===== config.mk =====
export PLATFORM = sky130hd
export DESIGN_NAME = frame_ram_sched
export DESIGN_NICKNAME = d
export VERILOG_FILES = /design/src/rtl/frame_ram_sched.sv
export SDC_FILE = /design/constraint.sdc
export NUM_CORES = 1
export LEC_CHECK = 0
export BUFFER_PORTS_ARGS = -buffer_cell sky130_fd_sc_hd__buf_4
export CORE_UTILIZATION = 58
export DETAILED_ROUTE_END_ITERATION = 12
export HOLD_SLACK_MARGIN = 0.05
export PLACE_DENSITY = 0.82
export SLEW_MARGIN = 20
export SYNTH_ARGS = -nofsm -noshare
export SYNTH_HDL_FRONTEND = slang
export SYNTH_SLANG_ARGS = --single-unit

===== constraint.sdc =====
create_clock -name clk -period 3.8 [get_ports clk]
set_input_delay 0.57 -clock clk [delete_from_list [all_inputs] [get_ports clk]]
set_output_delay 0.57 -clock clk [all_outputs]
set_load 0.01 [all_outputs]

===== src/rtl/frame_ram_sched.sv =====
// frame_ram_sched
//   Owns the single-port image RAM port and the system state byte. It runs
//   the frame load (an upstream loader streams W*H pixels into the RAM) and,
//   once a frame is loaded and display is enabled, generates raster-ordered
//   read addresses while the VGA scan is inside the display window.
//   Loader writes and display reads are never issued in the same state, so
//   the two RAM users cannot collide.
//
// Ports:
//   clk, rst                  clock, asynchronous active-high reset
//   W, H                      window size in pixels
//   STARTROW, STARTCOL        window origin on the scan grid
//   xpos, ypos                current scan position
//   load_start                one-cycle pulse: begin a frame load
//   show_en                   level: allow display once a frame is loaded
//   wr_req, wr_data, wr_ack   loader pixel handshake (ack is combinational)
//   load_done                 one-cycle pulse with the final RAM write
//   state                     system state code
//   ram_addr/we/wdata/rdata   synchronous RAM port, 1-cycle read latency
//   pixel_data, pixel_valid   display output, 2 cycles after the scan sample
module frame_ram_sched #(
  parameter int ADDR_W = 15,
  parameter int PIX_W  = 12
) (
  input  logic              clk,
  input  logic              rst,
  input  logic [7:0]        W,
  input  logic [7:0]        H,
  input  logic [9:0]        STARTROW,
  input  logic [9:0]        STARTCOL,
  input  logic [11:0]       xpos,
  input  logic [11:0]       ypos,
  input  logic              load_start,
  input  logic              show_en,
  input  logic              wr_req,
  input  logic [PIX_W-1:0]  wr_data,
  output logic              wr_ack,
  output logic              load_done,
  output logic [7:0]        state,
  output logic [ADDR_W-1:0] ram_addr,
  output logic              ram_we,
  output logic [PIX_W-1:0]  ram_wdata,
  input  logic [PIX_W-1:0]  ram_rdata,
  output logic [PIX_W-1:0]  pixel_data,
  output logic              pixel_valid
);

  typedef enum logic [7:0] {
    S_IDLE    = 8'h00,
    S_LOAD    = 8'h01,
    S_READY   = 8'h02,
    S_DISPLAY = 8'h03
  } state_t;

  state_t cur_state, nxt_state;

  // Load bookkeeping: a linear address plus column/row counters, so the end
  // of the frame is detected without forming W*H.
  logic [ADDR_W-1:0] wr_cnt;
  logic [7:0]        wr_col, wr_row;
  logic              dims_zero, last_pix, accept;

  // Window geometry in 13 bits so STARTCOL+W / STARTROW+H cannot wrap.
  logic [12:0] x13, y13, col_lo, col_hi, row_lo, row_hi, x_off;
  logic        in_win, row_end, above_win, disp_hit;
  logic [ADDR_W-1:0] row_base;
  logic        hit_d1, hit_d2;

  assign dims_zero = (W == 8'd0) || (H == 8'd0);
  assign last_pix  = (wr_col >= W - 8'd1) && (wr_row >= H - 8'd1);
  assign accept    = (cur_state == S_LOAD) && wr_req && !dims_zero;

  assign x13       = {1'b0, xpos};
  assign y13       = {1'b0, ypos};
  assign col_lo    = {3'b000, STARTCOL};
  assign row_lo    = {3'b000, STARTROW};
  assign col_hi    = col_lo + {5'b00000, W};
  assign row_hi    = row_lo + {5'b00000, H};
  assign x_off     = x13 - col_lo;
  assign in_win    = (x13 >= col_lo) && (x13 < col_hi) &&
                     (y13 >= row_lo) && (y13 < row_hi);
  assign row_end   = in_win && (x13 == col_hi - 13'd1);
  assign above_win = y13 < row_lo;
  assign disp_hit  = (cur_state == S_DISPLAY) && in_win;

  // State register.
  always_ff @(posedge clk or posedge rst) begin
    if (rst) cur_state <= S_IDLE;
    else     cur_state <= nxt_state;
  end

  // Next-state logic. load_start is ignored while a load is in progress.
  always_comb begin
    nxt_state = cur_state;
    case (cur_state)
      S_IDLE:    if (load_start) nxt_state = S_LOAD;
      S_LOAD:    if (dims_zero || (accept && last_pix)) nxt_state = S_READY;
      S_READY:   if (load_start) nxt_state = S_LOAD;
                 else if (show_en) nxt_state = S_DISPLAY;
      S_DISPLAY: if (load_start) nxt_state = S_LOAD;
                 else if (!show_en) nxt_state = S_READY;
      default:   nxt_state = S_IDLE;
    endcase
  end

  // Combinational outputs.
  always_comb begin
    state  = cur_state;
    wr_ack = accept;
  end

  // RAM port and load counters. The address register is shared: loader
  // writes own it in LOAD, display reads own it in DISPLAY.
  always_ff @(posedge clk or posedge rst) begin
    if (rst) begin
      wr_cnt    <= '0;
      wr_col    <= '0;
      wr_row    <= '0;
      ram_addr  <= '0;
      ram_we    <= 1'b0;
      ram_wdata <= '0;
      load_done <= 1'b0;
    end else begin
      ram_we    <= accept;
      load_done <= (cur_state == S_LOAD) && (dims_zero || (accept && last_pix));
      if (cur_state != S_LOAD && nxt_state == S_LOAD) begin
        wr_cnt <= '0;
        wr_col <= '0;
        wr_row <= '0;
      end else if (accept) begin
        wr_cnt <= wr_cnt + ADDR_W'(1);
        if (wr_col >= W - 8'd1) begin
          wr_col <= '0;
          wr_row <= wr_row + 8'd1;
        end else begin
          wr_col <= wr_col + 8'd1;
        end
      end
      if (accept) begin
        ram_addr  <= wr_cnt;
        ram_wdata <= wr_data;
      end else if (disp_hit) begin
        ram_addr <= row_base + ADDR_W'(x_off);
      end
    end
  end

  // Start address of the current window row; advances by W after the last
  // pixel of each row, so no multiplier is needed.
  always_ff @(posedge clk or posedge rst) begin
    if (rst) begin
      row_base <= '0;
    end else if (cur_state != S_DISPLAY || above_win) begin
      row_base <= '0;
    end else if (row_end) begin
      row_base <= row_base + ADDR_W'(W);
    end
  end

  // Qualifier pipeline aligned with the address register and the RAM's
  // read latency; out-of-window slots deliver zero.
  always_ff @(posedge clk or posedge rst) begin
    if (rst) begin
      hit_d1      <= 1'b0;
      hit_d2      <= 1'b0;
      pixel_valid <= 1'b0;
      pixel_data  <= '0;
    end else begin
      hit_d1      <= disp_hit;
      hit_d2      <= hit_d1;
      pixel_valid <= hit_d2;
      pixel_data  <= hit_d2 ? ram_rdata : '0;
    end
  end

endmodule


# Word-level counts from Yosys, hierarchy flattened
# Index checks and enable logic that the tools add are counted.
# W data, S select, Z words.
# totals
ram_bits	0
register_bits	98
latch_bits	0
inputBits	89
out_inout_bits	51
romBits	0
n_memories	0
elab_cells	81
# op_classes
reduce_logical	23
magnitude_cmp	7
muxes	20
mul	0
addsub	11
shift	0
div_mod_pow	0
n_eq_ne	7
n_bitwise	0
# op_table
op	count
$mux W8	12
$mux W15	6
$pmux W8 S4	1
$ge A12 B10 Y1	2
$logic_not A8 Y1	3
$lt A12 B11 Y1	2
$add A10 B8 Y11	2
$add A8 B1 Y8 const B	2
$eq A8 B1 Y1 const B	2
$eq A8 B2 Y1 const B	2
$ge A8 B8 Y1	2
$sub A8 B1 Y8 const B	2
$add A15 B1 Y15 const B	1
$add A15 B13 Y15	1
$add A15 B8 Y15	1
$eq A12 B13 Y1	1
$sub A12 B10 Y13	1
$lt A12 B10 Y1	1
$mux W12	1
$sub A11 B1 Y12 const B	1
$logic_and A1 B1 Y1	11
$ne A8 B1 Y1 const B	1
$ne A8 B2 Y1 const B	1
$reduce_bool A2 Y1	4
other kinds (3)	5

# Logic depth before layout (Yosys ltp)
# depth
depth_word	12
ltp_mapped	23
mapped_depth_nobuf	21

# Least setup slack after synthesis
# OpenSTA, ideal clock, no wires.
# synth_timing
path_kind	input to register
start	input port W[0]
end	register ram_addr[2]
stages	18
setup_time_ns	0.126
path_slack_ns	-0.571
arrival_ns	4.245
path_buffers	2
required_time_ns	3.674
path_cell_list	ha_1 fa_1 a211oi_2 o211ai_1 a21oi_2 xnor2_4 inv_1 ha_1 a2111o_1 o21ai_0 o2111a_1 o211ai_1 or2_2 clkbuf_1 inv_1 nor2_1 clkbuf_1 a221o_1
# synth_via
elab_chain_cells	7
elab_cells_between_ends	12
cone_classes	add/sub (1); order compare (1); mux (1); reduce/logical (9)
# synth_rtl
element	line_no	rtl
from (decl)	27	input logic [7:0] W,
$add A10 B8 Y11	77	assign col_hi = col_lo + {5'b00000, W};
$lt A12 B11 Y1	80	assign in_win = (x13 >= col_lo) && (x13 < col_hi) &&
$logic_and A1 B1 Y1 (2 in series)	80	
$logic_and A1 B1 Y1	81	(y13 >= row_lo) && (y13 < row_hi);
$logic_and A1 B1 Y1	84	assign disp_hit = (cur_state == S_DISPLAY) && in_win;
net disp_hit	65	logic in_win, row_end, above_win, disp_hit;
$reduce_bool A2 Y1 (no line)	n/a	
to (signal assigned)	140	ram_addr <= wr_cnt;
to (signal assigned)	143	ram_addr <= row_base + ADDR_W'(x_off);
to (decl)	40	output logic [ADDR_W-1:0] ram_addr,
# The timed path passes the listed nets, and every way through them passes these cells.
# A chain may end at the register's enable or synchronous reset.

# Worst setup path after layout
# layout_timing
start	input port STARTCOL[0]
end	register row_base[9]
# layout_via
elab_chain_cells	7
elab_cells_between_ends	10
cone_classes	add/sub (2); order compare (2); eq/ne (1); reduce/logical (5)
# layout_rtl
element	line_no	rtl
from (decl)	30	input logic [9:0] STARTCOL,
branches (longest 5 deep; another with $sub A11 B1 Y12)	n/a	
$logic_and A1 B1 Y1 (*)	82	assign row_end = in_win && (x13 == col_hi - 13'd1);
$reduce_bool A2 Y1 (no line) (*)	n/a	
to (signal assigned)	156	row_base <= row_base + ADDR_W'(W);
to (decl)	66	logic [ADDR_W-1:0] row_base;
# Mark *: on every way between the ends.

==> summary.txt <==
CTS
  • CTS tree: yes
  • Post-CTS Hold Buffers: 0
  • Num CTS Buffers: 9
  • Reg clk slew, reported paths: about 70 ps
  • H-tree depth: 3
  • Worst-Skew Late Latency: 350 ps
  • CTS root buf: clkbuf_16
  • CTS max path bufs: 2
  • Clk sinks: a little under 100

Synth
  • Yosys warns: 0
  • Most used DFF post-synth: dfrtp_1
  • Synth Register Bits: approximately 100
  • Post-synthesis area per instance: 8.97 um^2
  • Synth area leader: dfrtp_1
  • Post-synth ARST share: 100%
  • Share of Yosys cell area claimed by the top area cell type: between 30% and 40%
  • Post-synth EDFFs: 0
  • Yosys cell types: a little under 80
  • Top cells by area, synth: dfrtp_1 (30%), ha_1 (16%), xnor2_1 (5.9%), nor2_1 (3.8%), a21oi_1 (3.2%)
  • Cells after Synth: approximately 900
  • Post-synthesis sequential area ratio: 30.4%
  • Area of the mapped netlist: roughly 0.0081 mm^2

STA
  • Slew Viols, Final: 0
  • Setup tns final: 0 ps
  • Worst Tran Pin Value: slightly above 600 ps
  • Final setup violation count: 0
  • Final Cycle Share: 98.0%
  • Fmax: 0.269 GHz
  • Hold Fails Final Rpt: 0
  • Slew margin rel.: 58.8%
  • Clock Skew: roughly 4.8 ps
  • Period minus WS final: 3720 ps
  • RSZ-0062 raised after global routing: yes

Place
  • Placed Cells: roughly 1,300
  • IO buf count: between 100 and 150
  • GPL Wtd Cong: about 0.9
  • HPWL Detailed: approximately 17 mm

Min path
  • HP Class: in2async

Drt
  • Via count: 7,676
  • Drt pass-1 iters: 5
  • Final wirelength: between 20 and 25 mm
  • Starting DRC count in detailed routing: ~550
  • Final ANT Viol Nets: 0
  • DRC Markers: 0
  • DR WL/cell: 16.1 um
  • Via/cell ratio: 5.77

Layout
  • P&R area growth vs syn: 32.8%
  • Nets: about 1,300
  • Most common cell after layout, fill and taps aside: buf_4
  • Layout cells sized above 1: between 20% and 30%
  • Commonest cells after routing, fill and taps aside: buf_4 (252), dfrtp_1 (98), ha_1 (96)
  • Finished Layout Cells: roughly 1,300
  • Antenna cells: 0

Worst setup path
  • Max FO, Critical Path: 8
  • Startpoint types: input port
  • Worst EP required: around 4000 ps
  • CP max stage delay: between 300 and 400 ps
  • Slowest-stage cell, CP: fa_2
  • CP Capture Type: flip-flop
  • Critical Path AT: slightly below 4000 ps
  • Worst Setup Path Type: in2reg
  • Critical Path, Cell by Cell: buf_6, ha_4, fa_2, a211oi_4, o211ai_1, a21oi_2, xnor2_4, inv_2, ha_4, o21a_1, nor2_1, nor3b_1, o21ai_1, o2111a_1, o2111a_1, nand4_1, nor3_2, buf_4, a31o_1, a21oi_2

Global routing
  • Number of global-route vias before repair: 7,512
  • Total track usage: ~30%
  • Initial antenna violation count: 0
  • First-pass GRT wire length: roughly 34 mm
  • GR Overflow Total: 0
  • Maximum number of pins on one net before global-route repair: 48

Pwr
  • Switching share of total power: between 30% and 40%
  • Net Sw Power: 883 uW
  • Comb power frac: between 30% and 40%
  • P_leak: ~5.4 nW
  • Cell Int Power: roughly 2.0 mW
  • Clock power share: 31.0%
  • Peak supply drop: 0.000191 V
  • Reg power frac: roughly 36%
  • Pwr/cell area: 273 mW/mm^2

Job
  • Maxcap violations: 0

Floorplan
  • Height of the die: roughly 120 um
  • Ports: 140
  • Row cnt: 42
  • Starting density of the core: about three fifths
  • Core area: approximately 0.013 mm^2
  • Die Width: between 100 and 150 um
  • Die ar.: approximately 0.014 mm^2

Run status
  • Status: complete, no violations
-- per-layer routing --
metal / GRT usage (%) / routed length, um / vias to the layer above
met5: 0 / 0 / -
met4: 11.5 / 652 / 0
li1: - / - / 3703
met2: 53.0 / 10800 / 263
met1: 37.2 / 8920 / 3663
met3: 3.42 / 1080 / 47
-- power groups by stage --
| stage | sequential (mW) | clock, mW | combinational (mW) |
|---|---|---|---|
| finish | 1.06 | 0.907 | 0.957 |
| global route | 1.06 | 0.948 | 1.06 |
| CTS | 1.06 | 0.912 | 0.915 |
| detailed placement | 1.08 | 0 | 0.904 |
| global placement | 1.08 | 0 | 0.878 |
| floorplan | 1.08 | 0 | 0.509 |
-- through the flow --
| step | hold WS, ps | total power [mW] | worst slack [ps] | area [um^2] | utilization (%) |
|---|---|---|---|---|---|
| 3_5_place_dp | 357 | 1.99 | -372 | 10200 | 76.0 |
| 2_1_floorplan | 331 | 1.59 | -218 | 8160 | - |
| 5_1_grt | 342 | 3.07 | -151 | 10700 | 79.9 |
| 6_report | 290 | 2.93 | 77.7 | 10700 | 79.9 |
| 4_1_cts | 304 | 2.89 | 2.24 | 10500 | 78.2 |
| 3_3_place_gp | 357 | 1.96 | -252 | 10200 | 76.0 |
-- flip-flops by register name, indices dropped and copies added (netlist names) --
name	count
ram_we	1
pixel_valid	1
wr_row	8
hit_d1	1
ram_addr	15
wr_col	8
load_done	1
wr_cnt	15
pixel_data	12
state	8
row_base	15
hit_d2	1
ram_wdata	12
-- worst max-delay path, delay by kind of cell --
kind	cells	cell delay (ps)
AO/OA/AOI/OAI	9	1620
adder cells (fa/ha/maj)	3	740
buffers and inverters	3	350
AND/OR/NAND/NOR	4	500
XOR/XNOR	1	150
-- synthesized netlist by cell type (4+ instances only) --
| master | count |
|---|---|
| nor4_1 | 7 |
| xor2_1 | 28 |
| a221o_1 | 7 |
| buf_2 | 5 |
| and4_1 | 4 |
| a211oi_1 | 6 |
| o21bai_1 | 13 |
| nand3_1 | 24 |
| or3_1 | 10 |
| mux2i_1 | 9 |
| a22oi_1 | 7 |
| inv_1 | 68 |
| ha_1 | 101 |
| nor3b_1 | 4 |
| o21ai_0 | 31 |
| clkbuf_1 | 15 |
| a21oi_1 | 51 |
| a21o_1 | 29 |
| nor2b_1 | 11 |
| nand4_1 | 17 |
| a31oi_1 | 5 |
| nor4b_1 | 6 |
| nor2_1 | 82 |
| and3_1 | 11 |
| o21a_1 | 11 |
| nand2_1 | 65 |
| a31o_1 | 5 |
| nor3_1 | 11 |
| nand2b_1 | 11 |
| fa_1 | 5 |
| xnor2_1 | 54 |
| dfrtp_1 | 98 |
| and2_1 | 14 |
| o211ai_1 | 9 |
-- final cells by class --
class | instances | area, um^2
sequential | 98 | 2450
timing repair buffer | 258 | 1970
inverter | 70 | 270
clock inverter | 6 | 66.3
tap | 176 | 220
fill | 889 | 2690
clock buffer | 9 | 225
multi-input combinational | 714 | 5500
-- logic make-up after synthesis --
logic type / synth area share (%)
and+or+nand+nor: 18.4
AOI/OAI and AO/OA: 18.8
adders and majority gates: 16.9
DFF: 30.4
buffers and inverters: 4.50
xor gates and xnor gates: 9.73
muxes: 1.12
other: 0.0465
-- final timing paths --
check	from	end	slack [ps]	depth (start not counted)
worst max-delay path	STARTCOL[0]	row_base[9]	80	20
worst min-delay path	rst	ram_wdata[4]	290	2
worst max register to register	wr_col[0]	wr_col[2]	710	13
worst min register to register	hit_d1	hit_d2	370	0
max in group asynchronous	rst	state[3]	2730	3
min in group clk	hit_d1	hit_d2	370	0
-- what timing repair did --
action                                 4_1_cts  5_1_grt
endpoints found under the hold margin        0        0
pin swaps                                    3       54
setup endpoints to repair                    2       30
resized for setup                            2       44
cloned                                       0        1
buffers inserted                             0        3
(Power assumes the default switching activity.)
